File: config.mk
export PLATFORM = sky130hd
export DESIGN_NAME = uart_receiver
export DESIGN_NICKNAME = d
export VERILOG_FILES = /design/src/rtl/uart_pkg.sv /design/src/rtl/uart_baud_tick.sv /design/src/rtl/uart_receiver.sv
export SDC_FILE = /design/constraint.sdc
export NUM_CORES = 1
export LEC_CHECK = 0
export ABC_AREA = 1
export BUFFER_PORTS_ARGS = -buffer_cell sky130_fd_sc_hd__clkbuf_2
export CAP_MARGIN = 20
export CORE_MARGIN = 3
export CORE_UTILIZATION = 50
export CTS_BUF_LIST = sky130_fd_sc_hd__clkbuf_16
export DETAILED_ROUTE_END_ITERATION = 16
export MAX_ROUTING_LAYER = met4
export PLACE_DENSITY = 0.69
export SLEW_MARGIN = 20
export SYNTH_ARGS = -nofsm -noshare
export SYNTH_HDL_FRONTEND = slang
export SYNTH_SLANG_ARGS = --single-unit
export TNS_END_PERCENT = 1
File: constraint.sdc
create_clock -name clk -period 1.6 [get_ports clk]
set_input_delay 0.08 -clock clk [delete_from_list [all_inputs] [get_ports clk]]
set_output_delay 0.08 -clock clk [all_outputs]
set_load 0.01 [all_outputs]
File: src/rtl/uart_pkg.sv
`default_nettype none
// ============================================================================
//  Module   : uart_pkg
//  Purpose  : Shared UART definitions: receiver FSM state encoding, bit-timing
//             constants and the baud divider helper. Shared by the receive
//             and transmit paths.
//  Ports    : none (package)
//  Revision : 1.0  initial release
// ============================================================================
package uart_pkg;

    typedef enum logic [2:0] {
        ST_IDLE  = 3'd0,
        ST_START = 3'd1,
        ST_DATA  = 3'd2,
        ST_STOP  = 3'd3,
        ST_BREAK = 3'd4
    } uart_state_t;

    localparam int OVERSAMPLE = 16;   // ticks per bit, fixed
    localparam int MID_TICK   = 7;    // tick index at the middle of the start bit
    localparam int FRAME_BITS = 8;    // data bits per frame

    // Clocks per oversample tick, truncated and never allowed below one.
    function automatic int baud_div(input int clk_freq, input int baud);
        int d;
        d = clk_freq / (baud * OVERSAMPLE);
        return (d < 1) ? 1 : d;
    endfunction

endpackage
`default_nettype wire

File: src/rtl/uart_baud_tick.sv
`default_nettype none
// ============================================================================
//  Module   : uart_baud_tick
//  Purpose  : Free-running oversample tick generator. Emits a one-cycle pulse
//             every DIV clocks; 'restart' zeroes the counter so the tick phase
//             lines up with an incoming start bit.
//  Ports    : clk      in   system clock
//             reset    in   synchronous, active-low
//             restart  in   zero the divider counter
//             tick     out  one-cycle pulse every DIV clocks
//  Revision : 1.0  initial release
// ============================================================================
module uart_baud_tick
    import uart_pkg::*;
#(
    parameter int CLK_FREQ = 50_000_000,
    parameter int BAUD     = 9600
) (
    input  logic clk,
    input  logic reset,
    input  logic restart,
    output logic tick
);

    localparam int DIV   = baud_div(CLK_FREQ, BAUD);
    localparam int CNT_W = (DIV > 1) ? $clog2(DIV) : 1;
    localparam logic [CNT_W-1:0] c_last = CNT_W'(DIV - 1);

    logic [CNT_W-1:0] r_cnt;

    always_ff @(posedge clk) begin
        if (!reset || restart) begin
            r_cnt <= '0;
        end else if (r_cnt == c_last) begin
            r_cnt <= '0;
        end else begin
            r_cnt <= r_cnt + 1'b1;
        end
    end

    // With DIV=1 the counter sits at zero and this is high every cycle.
    assign tick = (r_cnt == c_last);

endmodule
`default_nettype wire

File: src/rtl/uart_receiver.sv
`default_nettype none
// ============================================================================
//  Module   : uart_receiver
//  Purpose  : 8N1 UART receiver, LSB first, 16x oversampling. Holds one byte
//             for the Peripheral block with sticky valid/overrun/framing flags.
//  Ports    : clk        in   system clock
//             reset      in   synchronous, active-low
//             rx_in      in   asynchronous serial line, idles high
//             rd_ack     in   data-register read pulse, clears the flags
//             rx_data    out  last good byte received
//             rx_valid   out  unread byte present
//             rx_overrun out  byte completed while rx_valid was set
//             frame_err  out  stop bit sampled low
//             busy       out  FSM not in IDLE
//  Revision : 1.0  initial release
// ============================================================================
module uart_receiver
    import uart_pkg::*;
#(
    parameter int CLK_FREQ = 50_000_000,
    parameter int BAUD     = 9600
) (
    input  logic       clk,
    input  logic       reset,
    input  logic       rx_in,
    input  logic       rd_ack,
    output logic [7:0] rx_data,
    output logic       rx_valid,
    output logic       rx_overrun,
    output logic       frame_err,
    output logic       busy
);

    localparam logic [3:0] c_mid_tick  = 4'(MID_TICK);
    localparam logic [3:0] c_last_tick = 4'(OVERSAMPLE - 1);
    localparam logic [2:0] c_last_bit  = 3'(FRAME_BITS - 1);

    uart_state_t r_state;
    logic        r_sync1;
    logic        r_sync2;
    logic        r_sync_prev;
    logic [3:0]  r_tick_cnt;
    logic [2:0]  r_bit_idx;
    logic [7:0]  r_shift;
    logic [7:0]  r_rx_data;
    logic        r_rx_valid;
    logic        r_rx_overrun;
    logic        r_frame_err;
    logic        r_busy;

    logic        w_fall;
    logic        w_restart;
    logic        w_tick;

    assign w_fall    = r_sync_prev & ~r_sync2;
    // Re-phase the divider on the detected start edge.
    assign w_restart = (r_state == ST_IDLE) && w_fall;

    uart_baud_tick #(
        .CLK_FREQ (CLK_FREQ),
        .BAUD     (BAUD)
    ) u_baud_tick (
        .clk     (clk),
        .reset   (reset),
        .restart (w_restart),
        .tick    (w_tick)
    );

    always_ff @(posedge clk) begin
        if (!reset) begin
            r_sync1      <= 1'b1;
            r_sync2      <= 1'b1;
            r_sync_prev  <= 1'b1;
            r_state      <= ST_IDLE;
            r_tick_cnt   <= '0;
            r_bit_idx    <= '0;
            r_shift      <= '0;
            r_rx_data    <= 8'h00;
            r_rx_valid   <= 1'b0;
            r_rx_overrun <= 1'b0;
            r_frame_err  <= 1'b0;
            r_busy       <= 1'b0;
        end else begin
            r_sync1     <= rx_in;
            r_sync2     <= r_sync1;
            r_sync_prev <= r_sync2;

            // A read clears the flags; a frame completing in the same cycle
            // overrides these below.
            if (rd_ack) begin
                r_rx_valid   <= 1'b0;
                r_rx_overrun <= 1'b0;
                r_frame_err  <= 1'b0;
            end

            case (r_state)
                ST_IDLE: begin
                    if (w_fall) begin
                        r_state    <= ST_START;
                        r_tick_cnt <= '0;
                        r_busy     <= 1'b1;
                    end
                end

                ST_START: begin
                    if (w_tick) begin
                        if (r_tick_cnt == c_mid_tick) begin
                            if (r_sync2) begin
                                // Line back high at mid-start: glitch.
                                r_state <= ST_IDLE;
                                r_busy  <= 1'b0;
                            end else begin
                                r_state    <= ST_DATA;
                                r_tick_cnt <= '0;
                                r_bit_idx  <= '0;
                            end
                        end else begin
                            r_tick_cnt <= r_tick_cnt + 1'b1;
                        end
                    end
                end

                ST_DATA: begin
                    if (w_tick) begin
                        if (r_tick_cnt == c_last_tick) begin
                            r_tick_cnt         <= '0;
                            r_shift[r_bit_idx] <= r_sync2;
                            if (r_bit_idx == c_last_bit) begin
                                r_state <= ST_STOP;
                            end else begin
                                r_bit_idx <= r_bit_idx + 1'b1;
                            end
                        end else begin
                            r_tick_cnt <= r_tick_cnt + 1'b1;
                        end
                    end
                end

                ST_STOP: begin
                    if (w_tick) begin
                        if (r_tick_cnt == c_last_tick) begin
                            r_tick_cnt <= '0;
                            if (r_sync2) begin
                                r_rx_data  <= r_shift;
                                r_rx_valid <= 1'b1;
                                if (r_rx_valid && !rd_ack) begin
                                    r_rx_overrun <= 1'b1;
                                end
                                r_state <= ST_IDLE;
                                r_busy  <= 1'b0;
                            end else begin
                                r_frame_err <= 1'b1;
                                r_state     <= ST_BREAK;
                            end
                        end else begin
                            r_tick_cnt <= r_tick_cnt + 1'b1;
                        end
                    end
                end

                ST_BREAK: begin
                    // Held low after a bad stop bit; no start detection here.
                    if (r_sync2) begin
                        r_state <= ST_IDLE;
                        r_busy  <= 1'b0;
                    end
                end

                default: begin
                    r_state <= ST_IDLE;
                    r_busy  <= 1'b0;
                end
            endcase
        end
    end

    assign rx_data    = r_rx_data;
    assign rx_valid   = r_rx_valid;
    assign rx_overrun = r_rx_overrun;
    assign frame_err  = r_frame_err;
    assign busy       = r_busy;

endmodule
`default_nettype wire
==> reports/metrics.yaml <==
sta:
  fmax_mhz: 619
  hold_slack_ns: 0.0529
  setup_slack_ns: -0.0149
  slew_headroom_pct: 69.6
  grt_setup_unrepaired: "true"
  worstMarginPinSlew_ns: 0.454
  fin_crit_ns: 1.61
  setup_viol: 1
  slew_viol_final: 0
  skew_ns: 0.00502
  hold_violations: 0
  period_share_pct: 101
clock_tree:
  cts_made_buffers: 5
  cts_buffer_depth: 2
  clockRootBuffer: "clkbuf_16"
  htreeDepth: 2
  cts_tree: "done"
  cts.sinks: 42
  path_clk_slew_ns: 0.06
  insertion_delay_ns: 0.28
placed_design:
  gp_congestion: 0.900
  hpwl_um: 3040
  pre_cts_slack_ns: -0.0285
  port_buffers: 15
grt:
  grt-busiest-layer: "met2"
  grt_pass1_vias: 1714
  grt_pass1_wl_um: 7420
  use_met2_pct: 29.0
  met1_usage_pct: 23.1
  grt_use_met3_pct: 4.83
  grt.overflow.total: 0
  antenna_found_initial: 0
  grt_max_degree: 23
  grtUsageTotal_pct: 18.5
detailed_routing:
  route.detailed.drc: 0
  drtPass1Iterations: 4
  via_per_inst: 5.10
  wire_per_inst_um: 11.9
  antenna_left: 0
  drt-total-wl_um: 4560
  dr.first_iter.drc_count: 182
  via_count: 1959
floorplan:
  chipWidth_um: 70.8
  die_h_um: 70.8
  rows: 22
  coreArea_um2: 3850
  initial_core_util_pct: 54.4
  die_area_um2: 5010
  io_pins: 16
logic_synthesis:
  synth-compound-area-share_pct: 11.0
  yosysTopAreaCell: "dfxtp_1"
  synth.top_cell.area_share_pct: 40.1
  synthAdderAreaFrac_pct: 2.98
  ys_ff_latch: 42
  synth-simple-area-share_pct: 36.7
  synthArstFlopShare_pct: 0
  synth_cell_types: 30
  yosysMostFrequentCell: "nor2_1"
  synth.area.mux_share_pct: 0
  seq_area_frac_synth_pct: 40.1
  synthTopCellsByArea: "dfxtp_1 (40%), nor2_1 (11%), nand2_1 (10%)"
  synth_top_family_by_area: "simple AND/OR/NAND/NOR gates"
  syn-num-nets: 309
  synth_common_cells: "nor2_1 (60), nand2_1 (57), dfxtp_1 (42)"
  synth_xor_area_share_pct: 0.835
  synth_ff_type: "dfxtp_1"
  netlist_area_um2: 2100
  synth_warnings: 0
  syn_area_per_cell_um2: 6.99
  synth_cells: 300
  synth_edf_count: 0
power:
  p_per_area_nw_per_um2: 1120
  ir_worst_vdd_mv: 0.640
  leakagePower_nw: 1.15
worst_setup_path:
  cp-start-kind: "register"
  cp_cell_sequence: "inv_2, ha_4, nand2_2, nor2_2, nand2_2, nor2_4, clkbuf_16, nand3_2, o21ai_1, nor2_1"
  max_stage_delay_ns: 0.33
  cp.arrival_ns: 1.80
  path_depth: 10
  reg2reg_depth: 10
  worst-path-max-fanout: 5
  crit_type: "reg -> reg"
  cp_num_buf_inv: 2
  cp_common_cell: "nand2_2"
  end_kind: "register"
  crit_slowest_cell: "dfxtp_2"
  crit_required_ns: 1.78
  critical-path-top-delay-family: "simple AND/OR/NAND/NOR gates"
flow_run:
  drv_cap: 0
cells_and_area:
  fillers: 336
  post-route-util_pct: 67.8
  nNetsFinal: 344
  synthToLayoutAreaGrowth_pct: 24.6
  diodes: 0
  drive_above_1_share_pct: 25.6
outcome:
  violations: "negative setup slack"
  status: "finished, violations left"
worst_hold_path:
  hold_depth: 4
  min_path_type: "in -> reg"
## metrics by stage
| stage | total power [mW] | instance area, µm² | TNS, ns | instances |
|---|---|---|---|---|
| 6_report | 2.92 | 2610 | -0.0149 | 384 |
| 5_1_grt | 3.10 | 2610 | -0.806 | 384 |
| 4_1_cts | 2.88 | 2420 | 0 | 373 |
| 3_5_place_dp | 1.89 | 2260 | -0.0654 | 364 |
| 3_3_place_gp | 1.89 | 2260 | 0 | 364 |
| 2_1_floorplan | 1.74 | 2100 | 0 | 300 |
## state kept, by name (all words and copies together), names as in the netlist
register	cells
u_baud_tick.r_cnt	9
r_tick_cnt	4
r_shift	8
rx_data	8
busy	1
r_sync2	1
frame_err	1
r_state	3
rx_valid	1
r_sync_prev	1
r_bit_idx	3
r_sync1	1
rx_overrun	1
## final timing paths
path | startpoint | to | slack [ns]
max | u_baud_tick.r_cnt[1]$_SDFF_PP0_ | r_shift[0]$_SDFFE_PN0P_ | -0.01
min | rd_ack | rx_overrun$_SDFF_PN0_ | 0.05
max reg2reg | u_baud_tick.r_cnt[1]$_SDFF_PP0_ | r_shift[0]$_SDFFE_PN0P_ | -0.01
min reg2reg | r_sync1$_SDFF_PN1_ | r_sync2$_SDFF_PN1_ | 0.41
## cells in the final DEF, fill, tap and decap left out, types with 3 or more instances in the layout
cell	instances
o21ai_0	13
inv_2	5
nor3_1	7
nand3_1	15
ha_1	3
nand2_1	53
nand3_2	5
o21ai_1	5
dfxtp_2	6
clkbuf_16	7
nor2_1	56
nor2_4	4
nand2_2	8
inv_1	30
a21oi_1	15
a31oi_1	6
nand4_1	4
clkbuf_2	15
dfxtp_1	36
buf_4	15
nor2_2	7
## area by class of cell
cell class	count	area, µm²	share of cell area (%)
tap	48	60.1	2.30
inverter	34	128	4.88
clock buffer	5	125	4.79
sequential	42	848	32.5
multi-input combinational	218	1170	44.7
timing repair buffer	34	268	10.2
clock inverter	3	17.5	0.670
## per-layer routing
layer / routed length, µm / vias to the layer above
met2: 2090 / 50
li1: - / 1038
met1: 2170 / 864
met3: 248 / 7
met4: 53 / 0
met5: 0 / -
## logic make-up after synthesis
family          after synthesis
buf+inv                      41
simple gates                168
fa+ha+maj                     5
flops                        42
xor+xnor                      2
compound gates               42
## worst register-to-register path: cells and delay by family, from the launching register on
kind,cells,cell delay (ns)
and+or+nand+nor,6,0.66
DFF,1,0.33
buffers and inverters,2,0.27
AOI/OAI and AO/OA,1,0.14
adders and majority gates,1,0.13
## report_power, final
group,internal (mW),total (mW),switching [mW]
combinational,0.265,0.759,0.494
clock,0.572,0.971,0.400
sequential,1.12,1.19,0.0763
total,1.95,2.92,0.970
## what timing repair did
item / 4_1_cts / 5_1_grt
hold buffers: 1 / 0
buffers inserted: 0 / 8
pin swaps: 0 / 11
gates cloned: 0 / 3
hold endpoints to repair: 1 / 0
resized for setup: 3 / 27
setup endpoints to repair: 10 / 28
(Power assumes the default switching activity.)
